===== config.mk =====
export PLATFORM = sky130hd
export DESIGN_NAME = multicycle_controller
export DESIGN_NICKNAME = d
export VERILOG_FILES = /design/src/rtl/multicycle_controller.sv
export SDC_FILE = /design/constraint.sdc
export NUM_CORES = 1
export LEC_CHECK = 0
export ABC_CLOCK_PERIOD_IN_PS = 3700
export CAP_MARGIN = 20
export CORE_AREA = 2 2 69 71
export DETAILED_ROUTE_END_ITERATION = 16
export DIE_AREA = 0 0 71 73
export PLACE_DENSITY = 0.94
export SLEW_MARGIN = 10
export SYNTH_ARGS = -nofsm -noshare
export SYNTH_HDL_FRONTEND = slang
export SYNTH_SLANG_ARGS = --single-unit

===== constraint.sdc =====
create_clock -name clk -period 3.7 [get_ports clk]
set_input_delay 0.74 -clock clk [delete_from_list [all_inputs] [get_ports clk]]
set_output_delay 0.74 -clock clk [all_outputs]
set_load 0.005 [all_outputs]

===== src/rtl/multicycle_controller.sv =====
// multicycle_controller: main FSM and ALU decoder for a multicycle RISC-V datapath with retired-instruction counter
module multicycle_controller #(
  parameter int CNT_W = 32
) (
  input  logic             clk,
  input  logic             rst,
  input  logic [6:0]       op,
  input  logic [2:0]       funct3,
  input  logic             funct7b5,
  input  logic             Zero,
  input  logic             mem_ready,
  output logic             PCWrite,
  output logic             AdrSrc,
  output logic             MemWrite,
  output logic             IRWrite,
  output logic [1:0]       ResultSrc,
  output logic [1:0]       ALUSrcA,
  output logic [1:0]       ALUSrcB,
  output logic [2:0]       ALUControl,
  output logic [1:0]       ImmSrc,
  output logic             RegWrite,
  output logic             illegal_instr,
  output logic [3:0]       state_o,
  output logic [CNT_W-1:0] instret
);
  typedef enum logic [3:0] {
    S_FETCH    = 4'd0,
    S_DECODE   = 4'd1,
    S_MEMADR   = 4'd2,
    S_MEMREAD  = 4'd3,
    S_MEMWB    = 4'd4,
    S_MEMWRITE = 4'd5,
    S_EXECUTER = 4'd6,
    S_EXECUTEI = 4'd7,
    S_ALUWB    = 4'd8,
    S_BEQ      = 4'd9,
    S_JAL      = 4'd10
  } state_t;
  typedef enum logic [1:0] {OP_ADD, OP_SUB, OP_FUNCT} aluop_t;
  localparam logic [6:0] OP_LW = 7'b0000011;
  localparam logic [6:0] OP_SW = 7'b0100011;
  localparam logic [6:0] OP_R  = 7'b0110011;
  localparam logic [6:0] OP_I  = 7'b0010011;
  localparam logic [6:0] OP_BR = 7'b1100011;
  localparam logic [6:0] OP_J  = 7'b1101111;
  state_t           r_state;
  state_t           w_next;
  aluop_t           w_aluop;
  logic             w_retire;
  logic             w_legal;
  logic [CNT_W-1:0] r_instret;
  assign w_legal = (op == OP_LW) || (op == OP_SW) || (op == OP_R) ||
                   (op == OP_I) || (op == OP_BR) || (op == OP_J);
  // Next-state and datapath controls; fetch enables are masked while reset is held
  always_comb begin
    w_next        = S_FETCH;
    w_aluop       = OP_ADD;
    w_retire      = 1'b0;
    PCWrite       = 1'b0;
    AdrSrc        = 1'b0;
    MemWrite      = 1'b0;
    IRWrite       = 1'b0;
    ResultSrc     = 2'b00;
    ALUSrcA       = 2'b00;
    ALUSrcB       = 2'b00;
    RegWrite      = 1'b0;
    illegal_instr = 1'b0;
    case (r_state)
      S_FETCH: begin
        ALUSrcB   = 2'b10;
        ResultSrc = 2'b10;
        IRWrite   = mem_ready & rst;
        PCWrite   = mem_ready & rst;
        w_next    = mem_ready ? S_DECODE : S_FETCH;
      end
      S_DECODE: begin
        ALUSrcA       = 2'b01;
        ALUSrcB       = 2'b01;
        illegal_instr = ~w_legal;
        w_next        = (op == OP_LW || op == OP_SW) ? S_MEMADR :
                        (op == OP_R)  ? S_EXECUTER :
                        (op == OP_I)  ? S_EXECUTEI :
                        (op == OP_BR) ? S_BEQ :
                        (op == OP_J)  ? S_JAL : S_FETCH;
      end
      S_MEMADR: begin
        ALUSrcA = 2'b10;
        ALUSrcB = 2'b01;
        w_next  = (op == OP_LW) ? S_MEMREAD : S_MEMWRITE;
      end
      S_MEMREAD: begin
        AdrSrc = 1'b1;
        w_next = mem_ready ? S_MEMWB : S_MEMREAD;
      end
      S_MEMWB: begin
        ResultSrc = 2'b01;
        RegWrite  = 1'b1;
        w_retire  = 1'b1;
      end
      S_MEMWRITE: begin
        AdrSrc   = 1'b1;
        MemWrite = 1'b1;
        w_retire = mem_ready;
        w_next   = mem_ready ? S_FETCH : S_MEMWRITE;
      end
      S_EXECUTER: begin
        ALUSrcA = 2'b10;
        w_aluop = OP_FUNCT;
        w_next  = S_ALUWB;
      end
      S_EXECUTEI: begin
        ALUSrcA = 2'b10;
        ALUSrcB = 2'b01;
        w_aluop = OP_FUNCT;
        w_next  = S_ALUWB;
      end
      S_ALUWB: begin
        RegWrite = 1'b1;
        w_retire = 1'b1;
      end
      S_BEQ: begin
        ALUSrcA  = 2'b10;
        w_aluop  = OP_SUB;
        PCWrite  = Zero;
        w_retire = 1'b1;
      end
      S_JAL: begin
        ALUSrcA = 2'b01;
        ALUSrcB = 2'b10;
        PCWrite = 1'b1;
        w_next  = S_ALUWB;
      end
      default: w_next = S_FETCH;
    endcase
  end
  assign ImmSrc = (op == OP_SW) ? 2'b01 : (op == OP_BR) ? 2'b10 : (op == OP_J) ? 2'b11 : 2'b00;
  assign ALUControl = (w_aluop == OP_SUB) ? 3'b001 :
                      (w_aluop != OP_FUNCT) ? 3'b000 :
                      (funct3 == 3'b000) ? ((op[5] & funct7b5) ? 3'b001 : 3'b000) :
                      (funct3 == 3'b010) ? 3'b101 :
                      (funct3 == 3'b110) ? 3'b011 :
                      (funct3 == 3'b111) ? 3'b010 : 3'b000;
  // State register and retired-instruction counter; illegal DECODE exits never retire
  always_ff @(posedge clk or negedge rst) begin
    if (!rst) begin
      r_state   <= S_FETCH;
      r_instret <= '0;
    end else begin
      r_state <= w_next;
      if (w_retire) r_instret <= r_instret + CNT_W'(1);
    end
  end
  assign state_o = r_state;
  assign instret = r_instret;
endmodule


Yosys cells after proc, flatten, opt, wreduce, memory -nomap -nowiden
Cells that the tools add are included.
{ "classes": {"add_sub_neg": 1, "mul": 0, "div_mod_pow": 0, "order_cmp": 0, "n_eq_ne": 21, "shift": 0, "muxes": 31, "bitwise": 3, "reduce_logical": 16} }
{ "ops": {"columns": ["cell", "n"], "rows": [
  ["32-bit by 1-bit adder with 32-bit output (second input constant)", 1],
  ["4-bit case mux with 6 select lines", 1],
  ["3-bit two-way mux", 7],
  ["4-bit two-way mux", 5],
  ["4-bit by 3-bit == test with 1-bit output (second input constant)", 4],
  ["2-bit case mux with 2 select lines", 4],
  ["7-bit by 6-bit == test with 1-bit output (second input constant)", 2],
  ["7-bit == test (second input constant)", 2],
  ["4-bit == test (second input constant)", 3],
  ["2-bit two-way mux", 5],
  ["2-bit OR reduction", 5],
  ["3-bit OR reduction", 3],
  ["4-bit by 2-bit == test with 1-bit output (second input constant)", 2],
  ["7-bit by 2-bit == test with 1-bit output (second input constant)", 1],
  ["7-bit by 5-bit == test with 1-bit output (second input constant)", 1],
  ["1-bit two-way mux", 7],
  ["3-bit == test (second input constant)", 2],
  ["1-bit logical OR", 5],
  ["4-bit by 1-bit == test with 1-bit output (second input constant)", 1],
  ["4-bit logical NOT", 1],
  ["4-bit OR reduction", 1],
  ["3-bit by 2-bit == test with 1-bit output (second input constant)", 1],
  ["3-bit logical NOT", 1],
  ["1-bit case mux with 3 select lines", 1],
  ["other kinds (5)", 6]
]} }
{ "totals": {"ff_bits": 36, "latch_bits": 0, "ram_bits": 0, "rom_bits": 0, "output_inout_bits": 53, "wordCells": 74, "n_memories": 0} }

Longest topological paths before layout
Gate-level depths: netlist of the first run.
{ "logic_depth": {"depth_word": 8, "ltp_mapped": 6, "ltp_nobuf": 5} }

Worst setup path before layout of the first run
No wires, ideal clock.
{ "synth_path": {"path_kind": "reg-to-output", "start": "register r_state[1] (netlist: state_o[1])", "end": "output ALUControl[0]", "t_arrival_ns": 1.336, "setup_slack_ns": 1.624, "path_stages_with_launch": 5, "cell_sequence": "dfrtp_1 > clkbuf_1 > buf_1 > nand2_1 > o32ai_1"} }
{ "synth_via": {"elab_chain_len": 6, "elab_cells_between_ends": 9, "classes_between": "eq/ne: 5; mux: 3; reduce/logical: 1"} }
{ "synth_rtl": {"columns": ["item", "line_no", "source"], "rows": [
  ["start: declaration", "46", "state_t r_state;"],
  ["start signal: assignment", "149", "r_state <= w_next;"],
  ["4-bit by 3-bit == test with 1-bit output", "68", "case (r_state)"],
  ["2-bit OR reduction (no source line)", null, null],
  ["2-bit case mux with 2 select lines *", "68", null],
  ["2-bit inequality test", "138", "(w_aluop != OP_FUNCT) ? 3'b000 :"],
  ["3-bit two-way mux", "138", null],
  ["3-bit two-way mux *", "137", "assign ALUControl = (w_aluop == OP_SUB) ? 3'b001 :"],
  ["end: declaration", "19", "output logic [2:0] ALUControl,"]
]} }
Every way passes the cells marked *; elsewhere a longest branch is shown, timed or not.

Final worst setup path of the first run
{ "layout_path": {"start": "input op[5]", "end": "output ImmSrc[1]"} }
{ "layout_via": {"elab_chain_len": 4, "elab_cells_between_ends": 6, "classes_between": "eq/ne: 3; mux: 3"} }
{ "layout_rtl": {"columns": ["item", "line_no", "source"], "rows": [
  ["start: declaration", "7", "input logic [6:0] op,"],
  ["7-bit == test", "136", "assign ImmSrc = (op == OP_SW) ? 2'b01 : (op == OP_BR) ? 2'b10 : (op == OP_J) ? 2'b11 : 2'b00;"],
  ["2-bit two-way mux (2 in a row)", "136", null],
  ["2-bit two-way mux *", "136", null],
  ["end: declaration", "20", "output logic [1:0] ImmSrc,"]
]} }
Marks and branches as above.

==> run summary, run 1 <==
The row count came out at 25. Setup repair after global routing left no endpoint under its margin. The final critical delay including setup and external delays came out at 3180 ps.

The die area came out at 5180 µm². The worst-case hold slack came out at 476 ps. Buffers added to address setup during post-CTS repair amount to 0.

The post-route standard cell area excluding fillers came out at 2950 µm². The data required time at the worst endpoint is 2960 ps. The net count after synthesis is 240. The via count of the first global-routing pass is 1846. Data arrives at the worst endpoint at 2440 ps.

The worst-case IR drop observed on VDD is 0.000244 V. Of the cells placed in the final design, the portion with a size suffix greater than 1 is 0.0697. The average detailed-routed wire length per instance is 15.3 µm.

The library cell used most frequently in the layout, excluding fill and tap cells, is sky130_fd_sc_hd__clkdlybuf4s50_1. The end point of the most critical hold path is instret[31]$_DFFE_PN0P_. The number of hold-repair buffers added at the cts stage is 0. The count of endpoints failing hold in the final timing report came out at 0.

The latest clock arrival within the worst-skew pair came out at 290 ps. The number of standard cells after synthesis is 224. The aggregate routed wire length came out at 5.21 mm.

The number of flip-flops and latches in the synthesized netlist is 36. The starting density of the core is 0.474. The area of the placeable core is 4540 µm².

Walking the worst path, the cells encountered are clkdlybuf4s50_1, nor2b_1, nand3_1, nor2_1, clkdlybuf4s50_1. The tightest min-delay check is of the reg2reg type. For the pin with the worst max-slew slack, the measured transition is 643 ps. Once placement finished, the instance area stood at 2840 µm². The synthesized area came out at 2150 µm². After detailed routing, the number of remaining DRC violations is 0.

The final count of negative-setup-slack endpoints came out at 0. The worst register-to-register path ends at instret[17]$_DFFE_PN0P_. The number of standard cells in the layout, taps in and fillers out is 341.

The number of antenna violations at the first check in global routing came out at 0. Among all flip-flop cells after synthesis, the most frequent one is sky130_fd_sc_hd__dfrtp_1. The number of detailed-routing iterations run before antenna repair is 4. The width of the chip came out at 71 µm. After detailed placement, the design holds a cell count of 333. Once detailed placement completed, the half-perimeter wirelength came to 3.72 mm. For this run, the total global-route usage over all layers was measured as 0.208. In this run the worst path has a maximum fanout of 5.

The depth of the worst hold-timing path came out at 1. The final estimated routing congestion in global placement is 0.912. Clock tree synthesis inserted a total of 5 buffers. The total number of clock tree sinks is 36. The number of max-cap violations came out at 0.

The number of enable flip-flop cells after synthesis came out at 0. In this run the critical register-to-register path is launched from state_o[1]$_DFF_PN0_. In this run the vertical extent of the chip is 73 µm. The kind of start point of the critical path is an input pin. The count of boundary I/O pins came out at 68.

The level count of the clock H-tree came out at 2. The critical path is of the in2out type. The final layout net count came out at 302. The number of pins exceeding their max-slew limit in the final report was 0. The largest net degree at the start of global routing is 37. The run finished with clean final reports.

The repair_antennas step left the layout with diodes totalling 0. The worst hold path begins at instret[31]$_DFFE_PN0P_. The buffer levels on the longest clock path came out at 2. Measured against its own limit, the worst slew margin works out to 0.571. The leakage dissipation came out at 1.05 nW. The setup skew after layout came out at 7.40 ps. The total negative slack for setup checks came out at 0 ps. Clock-pin slew was measured on the worst setup and hold paths at 70 ps. The top cell types in the final layout, fill and taps aside, are sky130_fd_sc_hd__clkdlybuf4s50_1 (67), sky130_fd_sc_hd__dfrtp_1 (36), sky130_fd_sc_hd__xor2_1 (31). The wire length of the first global-routing pass is 8.65 mm. TritonCTS built the clock tree. From synthesis to final layout, the design area changed by 37.0%. The proportion of synthesized chip area in sequential cells is 0.419. The number of vias per cell is 5.71. The start point of the critical path is op[5].

The depth of the most critical reg-to-reg path is 4. The synthesized netlist contains 44 unique library cells. Across all layers, the routed design uses 1946 vias.

The slack of the worst reg-to-reg path is 1420 ps. Among all stages on the critical path, the largest delay is contributed by sky130_fd_sc_hd__clkdlybuf4s50_1. The filler cells instantiated in the layout total 365. In this run the clock root is driven by a sky130_fd_sc_hd__clkbuf_8. The aggregate global routing overflow is 0.

The violation count after the first detailed-route iteration is 163. On the worst path, the slowest cell contributes a delay of 560 ps. The achievable clock frequency is 314 MHz. The residual antenna-violating net count after detailed routing came out at 0.

The synthesized area per cell is 9.60 µm². Gates resized during post-CTS repair numbered 0. The share of async-settable or async-resettable flops after synthesis came out at 1.00. The power density normalized to cell area is 374 nW/µm². The post-route clock period utilization came out at 0.860. The number of port buffers came out at 67.

Counting stages on the worst path, the most repeated cell is sky130_fd_sc_hd__clkdlybuf4s50_1. The warning count from the yosys run is 0. The worst setup path is captured at a primary output.
per-layer routing:
| metal | global-route usage | part of all wire | vias up |
|---|---|---|---|
| met1 | 0.265 | 0.43 | 934 |
| met5 | 0 | 0 | - |
| li1 | - | - | 932 |
| met3 | 0.0594 | 0.060 | 10 |
| met2 | 0.349 | 0.50 | 70 |
| met4 | 0.0587 | 0.017 | 0 |
worst max-delay path, delay by kind of cell:
kind	cells	cell delay (ps)
buf+inv	2	1100
simple gates	3	590
cells in the mapped netlist (2+ instances only):
| cell | n | share of area |
|---|---|---|
| sky130_fd_sc_hd__buf_2 | 4 | 0.0093 |
| sky130_fd_sc_hd__nor2b_1 | 8 | 0.023 |
| sky130_fd_sc_hd__nor4b_1 | 4 | 0.016 |
| sky130_fd_sc_hd__nor3b_1 | 4 | 0.014 |
| sky130_fd_sc_hd__xnor2_1 | 4 | 0.016 |
| sky130_fd_sc_hd__xor2_1 | 31 | 0.13 |
| sky130_fd_sc_hd__o21ai_0 | 2 | 0.0047 |
| sky130_fd_sc_hd__buf_1 | 3 | 0.0052 |
| sky130_fd_sc_hd__nand3_1 | 13 | 0.030 |
| sky130_fd_sc_hd__or3_1 | 3 | 0.0087 |
| sky130_fd_sc_hd__nor2_1 | 15 | 0.026 |
| sky130_fd_sc_hd__nor4_2 | 8 | 0.047 |
| sky130_fd_sc_hd__clkbuf_1 | 6 | 0.010 |
| sky130_fd_sc_hd__and3_1 | 3 | 0.0087 |
| sky130_fd_sc_hd__and4_1 | 3 | 0.012 |
| sky130_fd_sc_hd__nand2b_1 | 6 | 0.017 |
| sky130_fd_sc_hd__o32ai_1 | 2 | 0.0082 |
| sky130_fd_sc_hd__inv_1 | 2 | 0.0035 |
| sky130_fd_sc_hd__nand4_1 | 5 | 0.015 |
| sky130_fd_sc_hd__dfrtp_1 | 36 | 0.42 |
| sky130_fd_sc_hd__nor4_1 | 8 | 0.023 |
| sky130_fd_sc_hd__nand2_1 | 16 | 0.028 |
| sky130_fd_sc_hd__a21oi_1 | 5 | 0.012 |
| sky130_fd_sc_hd__nor3_1 | 13 | 0.030 |
stage by stage:
step,power [W],setup WS (ps),util
finish,0.00110,516,0.649
global route,0.00116,476,0.649
CTS,0.00111,538,0.649
detailed placement,0.000765,541,0.626
global placement,0.000760,624,0.626
floorplan,0.000614,1620,-
report_power, final:
group,total [W],switching [W],internal (W)
combinational,0.000275,0.000129,0.000146
clock,0.000341,0.000141,0.000200
sequential,0.000483,0.0000531,0.000430
final cells by class:
class                   instances  area, µm²  share of cell area
well taps                      54       67.6              0.0229
clock buffers                   6       72.6              0.0246
repair buffers                 69        686               0.233
inverters                       2       7.51             0.00255
flip-flops and latches         36        901               0.306
clock inverters                 2       35.0              0.0119
multi-input cells             172       1180               0.399
registers in the layout (all words and copies together), names as in the netlist:
name,cells
instret,32
state_o,4
kinds of logic (layout without fill, tap and decap cells):
family | Yosys count | count (layout) | share of synthesized area
adder cells (fa/ha/maj) | 1 | 1 | 0.00582
XOR/XNOR | 35 | 35 | 0.143
multiplexers | 2 | 2 | 0.00990
AND/OR/NAND/NOR | 113 | 113 | 0.320
AO/OA/AOI/OAI | 21 | 21 | 0.0687
flip-flops | 36 | 36 | 0.419
buffers and inverters | 16 | 79 | 0.0338
how the worst max path moves through the flow:
stage                     depth (start not counted)            end
after floorplan                                   4  ALUControl[0]
after global placement                            5      ImmSrc[1]
after detailed placement                          5      ImmSrc[1]
after CTS                                         5      ImmSrc[1]
after global routing                              5      ImmSrc[1]
final                                             5      ImmSrc[1]
No activity file was read; power rests on OpenSTA's default activity.
==> run 2, diff against run 1 <==
- ABC_CLOCK_PERIOD_IN_PS: 3700 -> 3300
- CORE_AREA: 2 2 69 71 -> 2 2 71 73
- DIE_AREA: 0 0 71 73 -> 0 0 73 75
- PLACE_DENSITY: 0.94 -> 0.79
- clock period: 3.7 -> 3.3 ns (I/O delays scaled with it)
==> run 2 against run 1 <==
  * Cell area down 1.2%
  * Cell count down 0.29%
  * Count of clock-buffer cells in the layout unchanged
  * Flip-flop and latch count unchanged
  * Non-clock buffer count unchanged
  * Clock skew down 1.7 ps
  * Critical endpoint unchanged
  * Worst hold slack worse by 23 ps
  * Register-to-register slack worse by 470 ps
==> run summary, run 2 (synthesis results as in run 1) <==
The total negative slack for setup checks came out at 0 ps. The power share of the sequential group is 0.473. The average detailed-routed wire length per instance is 15.1 µm.

The start point of the critical path is op[5]. TritonCTS built the clock tree. For this design the static power due to leakage is 1.04 nW. The total number of clock tree sinks is 36. The final critical delay including setup and external delays is 3000 ps.

The transition time of the tightest slew-check pin came out at 690 ps. The total via count after detailed routing came out at 1939. The tool flagged a number of max-cap violations equal to 0. The instance area at placement came out at 2830 µm².

The tightest min-delay check is of the in2async type. During placement, the flow inserted port buffers numbering 67. The clock tree synthesis step divided the H-tree into 2 levels. The placed cell count came out at 333. The starting density of the core is 0.461.

The buffer levels on the longest clock path is 2. For this run, the top clock speed supported by timing is 333 MHz. The wire length of the first global-routing pass is 8.41 mm.

The via count of the first global-routing pass is 1814. The library cell used most frequently in the layout, excluding fill and tap cells, is sky130_fd_sc_hd__clkdlybuf4s50_1. The power consumption is 0.00114 W.

The DRC violation count after routing is 0. The peak ir drop on the vdd network came out at 0.000334 V. The die covers 5480 µm². The run finished with clean final reports. The violation count after the first detailed-route iteration is 138.

The row count came out at 25. The count of endpoints failing hold in the final timing report came out at 0. Across the routed clock network, the largest skew measured is 5.71 ps. The share of cells above drive strength 1 is 0.0699. The number of vias per cell came out at 5.70. Setup repair after global routing left no endpoint under its margin. Of the total power, combinational logic draws 0.273. The type of the setup path with the least slack is in2out. The aggregate global routing overflow came out at 0. The first detailed-routing pass ran for 4 iterations.

The net switching power came out at 0.000354 W. The pre-CTS setup slack is 323 ps. The sum of net half-perimeters after detailed placement is 3.64 mm. The share of total power dissipated in the clock network is 0.253. The kind of start point of the critical path is an input pin. The root buffer cell is sky130_fd_sc_hd__clkbuf_8. The final setup slack of the worst path came out at 298 ps. The number of gates resized after CTS was 0.

The congestion estimate from routability-driven global placement came to 0.800. Of the total power, the share spent switching nets is 0.310. The number of antenna violations at the first check in global routing is 0.

The maximum fanout along the worst path is 5. The power density normalized to cell area came out at 393 nW/µm². The area added between synthesis and finish came out at 35.4%. For this run, the post-layout net count is 302. The final antenna diode count came out at 0.

The number of buffers inserted by post-CTS setup repair came out at 0. The number of hold-repair buffers added at the cts stage is 0. The relative slew slack is 0.540. For this design the top-level I/O count stands at 68.

The largest net degree at the start of global routing came out at 37. After detailed routing, the total wire length is 5.13 mm. In this run the remaining antenna-violating nets after routing total 0. The signal arrival time at the worst endpoint is 2340 ps.

The post-route clock period utilization came out at 0.910. Counting the fill cells in the layout gives 397. The internal power of the cells totals 0.000789 W. Measured along the x axis, the die boundary spans 73 µm. The die height came out at 75 µm. The core region is 4660 µm². The number of pins exceeding their max-slew limit in the final report came out at 0.

The number of flip-flops under the largest register name came out at 32. The data required time at the worst endpoint came out at 2640 ps. The clock reaches the later pin of the worst-skew pair after 280 ps.

In the final layout, flip-flops and latches occupy 901 µm². After clock tree synthesis, the clock-pin slew on the worst setup and hold paths is 70 ps. After routing the design area is 2910 µm². The multi-input combinational cells in the finished layout cover a total of 1180 µm². The overall global routing resource usage came out at 0.197. Leaving out fill and tap cells, the most frequent cells in the layout are sky130_fd_sc_hd__clkdlybuf4s50_1 (66), sky130_fd_sc_hd__dfrtp_1 (36), sky130_fd_sc_hd__xor2_1 (31). STA classifies the critical path endpoint as a primary output. The number of standard cells in the layout, taps in and fillers out is 340. Setup violations remaining at the end of the flow were counted as 0. The clock buffer count from CTS is 5. The startpoint identified for the worst register-to-register timing path is state_o[1]$_DFF_PN0_.
[run 2: cell count changes in the layout (fill, tap and decap cells not counted), sizes merged]
cell           change
bufinv             -1
clkdlybuf4s50      -1
buf                +1
[run 2: metal layers]
| metal | part of all wire | global-route usage | up-vias |
|---|---|---|---|
| met5 | 0 | 0 | - |
| met4 | 0.0068 | 0.0514 | 0 |
| met3 | 0.074 | 0.0710 | 6 |
| met2 | 0.47 | 0.309 | 67 |
| met1 | 0.45 | 0.261 | 932 |
| li1 | - | - | 934 |
[run 2: critical path, stage by stage]
cell                              delay (ps)
sky130_fd_sc_hd__clkdlybuf4s50_1         560
sky130_fd_sc_hd__nor2b_1                 240
sky130_fd_sc_hd__nand3_1                 120
sky130_fd_sc_hd__nor2_1                  210
sky130_fd_sc_hd__clkdlybuf4s50_1         550
[run 2: through the flow]
step	hold WS, ps	util
6_report	454	0.624
5_1_grt	489	0.624
4_1_cts	470	0.624
3_5_place_dp	465	0.608
3_3_place_gp	457	0.608
2_1_floorplan	364	-
[run 2: cell type report]
cell class	instances	share of cell area
multi-input cells	172	0.404
clock inverters	1	0.00172
clock buffers	6	0.0249
flip-flops and latches	36	0.310
repair buffers	69	0.234
well taps	54	0.0232
inverters	2	0.00258
[run 2: power groups by stage]
stage | clock [W] | combinational [W] | sequential [W]
2_1_floorplan | 0 | 0.000149 | 0.000539
3_3_place_gp | 0 | 0.000307 | 0.000549
3_5_place_dp | 0 | 0.000312 | 0.000549
4_1_cts | 0.000300 | 0.000314 | 0.000541
5_1_grt | 0.000319 | 0.000340 | 0.000548
6_report | 0.000290 | 0.000313 | 0.000541
[run 2: path summary, 6_finish.rpt]
kind / endpoint / slack, ps / depth (start not counted)
max: ImmSrc[1] / 300 / 5
min: instret[20]$_DFFE_PN0P_ / 450 / 2
max reg2reg: instret[15]$_DFFE_PN0P_ / 950 / 4
min reg2reg: instret[31]$_DFFE_PN0P_ / 480 / 1
max in group asynchronous: instret[7]$_DFFE_PN0P_ / 2520 / 2
min in group clk: instret[31]$_DFFE_PN0P_ / 480 / 1
==> run 3, diff against run 2 <==
- RECOVER_POWER: unset -> 50
==> run 3 against run 2 <==
  * The run now ends with capacitance limit, slew limit left
  * Via count up 0.62%
  * Flip-flop and latch count unchanged
  * Core utilization down 0.11 points
  * Non-clock buffer count unchanged
  * Count of clock-buffer cells in the layout unchanged
  * Sequential share of layout area up 0.053 points
  * Cell count unchanged
  * Combinational power down 4%
  * Critical path depth down 1
  * Clock power about the same
  * Fmax down 1.3%
==> run summary, run 3 (synthesis results as in run 1) <==
Setup repair after global routing left no endpoint under its margin. The post-route clock period utilization is 0.922. The width of the chip is 73 µm. The share of cells above drive strength 1 came out at 0.0629. STA classifies the critical path startpoint as an input pin.

The violation count after the first detailed-route iteration is 97. The die height came out at 75 µm. Clock tree synthesis inserted a total of 5 buffers. The data required time at the worst endpoint is 2640 ps. After clock tree synthesis, the clock-pin slew on the worst setup and hold paths is 70 ps.

In the global route stage, overall resource usage came out at 0.197. The latest clock arrival within the worst-skew pair came out at 290 ps. The buffering stage count on the worst path with inverters included is 2.

The number of buffers inserted by post-CTS setup repair came out at 0. In this run the static leakage power is 0.991 nW. The longest clock path from root to sink contains 2 buffers. The logic depth of the worst setup path including buffers came out at 4. The area added between synthesis and finish is 35.2%.

The count of endpoints failing hold in the final timing report came out at 0. The slowest stage of the critical path is the sky130_fd_sc_hd__dlygate4sd3_1 cell. The final route contains 1951 vias. The worst setup path is of the in2out kind. The clock tree from TritonCTS is done. The checks that failed: capacitance limit, slew limit.

The startpoint identified for the worst hold timing path is instret[31]$_DFFE_PN0P_. Hold repair after CTS inserted 0 buffers. The worst hold path terminates at instret[31]$_DFFE_PN0P_.

In the layout the commonest cells are sky130_fd_sc_hd__clkdlybuf4s50_1 (43), sky130_fd_sc_hd__dfrtp_1 (36), sky130_fd_sc_hd__xor2_1 (31). The number of standard cells in the layout, taps in and fillers out came out at 340. The initial utilization of the core area, before any placement, comes to 0.461.

The worst setup path is captured at a primary output. The total number of clock tree sinks came out at 36. The achievable clock frequency is 329 MHz. The post-cts gate resize count came out at 0.

In this run the worst hold path is classified as reg2reg. The total area inside the core boundary comes to 4660 µm². Pin placement for this block handled 68 I/O pins. The depth of the most critical reg-to-reg path came out at 4. The final antenna diode count is 0. In this run the critical register-to-register path is launched from state_o[1]$_DFF_PN0_. The tree is rooted in a sky130_fd_sc_hd__clkbuf_8.

The highest cell delay on the worst timing path came out at 620 ps. The relative slew slack came out at -0.333. The number of pins exceeding their max-slew limit in the final report is 37. The slack of the worst reg-to-reg path came out at 960 ps.

Across the run, the number of max-cap violations was 1. The DRC violation count after routing came out at 0. The average detailed-routed wire length per instance is 15.1 µm.

The flow ran to the end, but the final reports show violations. The final count of negative-setup-slack endpoints is 0. The number of port buffers came out at 67. The number of vias per cell came out at 5.74. Of all nets on the critical path, the largest fanout is 7. The placed cell count is 333. Along the worst hold path, the cell count comes to 1.

The final estimated routing congestion in global placement came out at 0.800. The library cell used most frequently in the layout, excluding fill and tap cells, is sky130_fd_sc_hd__clkdlybuf4s50_1. The row count came out at 25.

The power density normalized to cell area came out at 390 nW/µm². The number of detailed-routing iterations run before antenna repair came out at 5. The final critical delay including setup and external delays is 3040 ps. In this run the critical register-to-register path is captured at instret[15]$_DFFE_PN0P_. The die area came out at 5480 µm².

The transition time of the tightest slew-check pin is 2000 ps. Detailed placement finished with a half-perimeter wire length of 3.64 mm. The first global-routing pass estimated 8.41 mm of wire. The number of antenna violations at the first check in global routing came out at 0. The aggregate routed wire length came out at 5.14 mm. The setup skew after layout is 4.76 ps. Entering global routing, the biggest net connects 37 pins. The level count of the clock H-tree is 2. The signal arrival time at the worst endpoint is 2380 ps.

The register with the most flip-flops in the layout has 32 of them. Summing all non-filler instances in the final layout gives an area of 2910 µm². The cell family contributing the most delay on the critical path is buffers and inverters. In this run the remaining antenna-violating nets after routing total 0. The via count of the first global-routing pass is 1814. The final layout net count is 302. The instance area at placement came out at 2830 µm². Adding up every negative setup slack in the final design gives 0 ps.

Across the VDD grid, the largest voltage drop is 0.000315 V. The aggregate global routing overflow came out at 0. Walking the worst path, the cells encountered are dlygate4sd3_1, or3_1, a21oi_1, clkdlybuf4s50_1.
run 3: metal layers:
metal / up-vias / wire, µm / GRT usage
met3: 7 / 405 / 0.0710
met5: - / 0 / 0
met4: 0 / 42 / 0.0514
met2: 69 / 2380 / 0.309
li1: 933 / - / -
met1: 942 / 2310 / 0.261
run 3: power breakdown:
part	internal, W	switching (W)	leakage (nW)
Clock	0.000143	0.000150	0.0410
Sequential	0.000483	0.0000569	0.381
Combinational	0.000152	0.000148	0.569
run 3: cell type report:
type | instances | area [µm²]
flip-flops and latches | 36 | 901
well taps | 54 | 67.6
clock buffers | 6 | 72.6
clock inverters | 1 | 5.00
fillers | 398 | 1760
inverters | 2 | 7.51
repair buffers | 69 | 676
multi-input cells | 172 | 1180
run 3: worst max-delay path by stage:
stage	from	to	slack [ps]
3_3_place_gp	op[5]	ImmSrc[1]	370
2_1_floorplan	state_o[1]$_DFF_PN0_	ALUControl[0]	1300
3_5_place_dp	op[5]	ImmSrc[1]	320
4_1_cts	op[5]	ImmSrc[1]	310
5_1_grt	op[6]	ImmSrc[0]	210
6_report	op[6]	ImmSrc[0]	260
run 3: through the flow:
stage / setup WS [ps] / utilization / hold WS [ps] / total power [W]
2_1_floorplan: 1300 / - / 364 / 0.000688
3_3_place_gp: 368 / 0.608 / 457 / 0.000856
3_5_place_dp: 323 / 0.608 / 465 / 0.000861
4_1_cts: 313 / 0.624 / 470 / 0.00116
5_1_grt: 206 / 0.623 / 500 / 0.00119
6_report: 258 / 0.623 / 477 / 0.00113
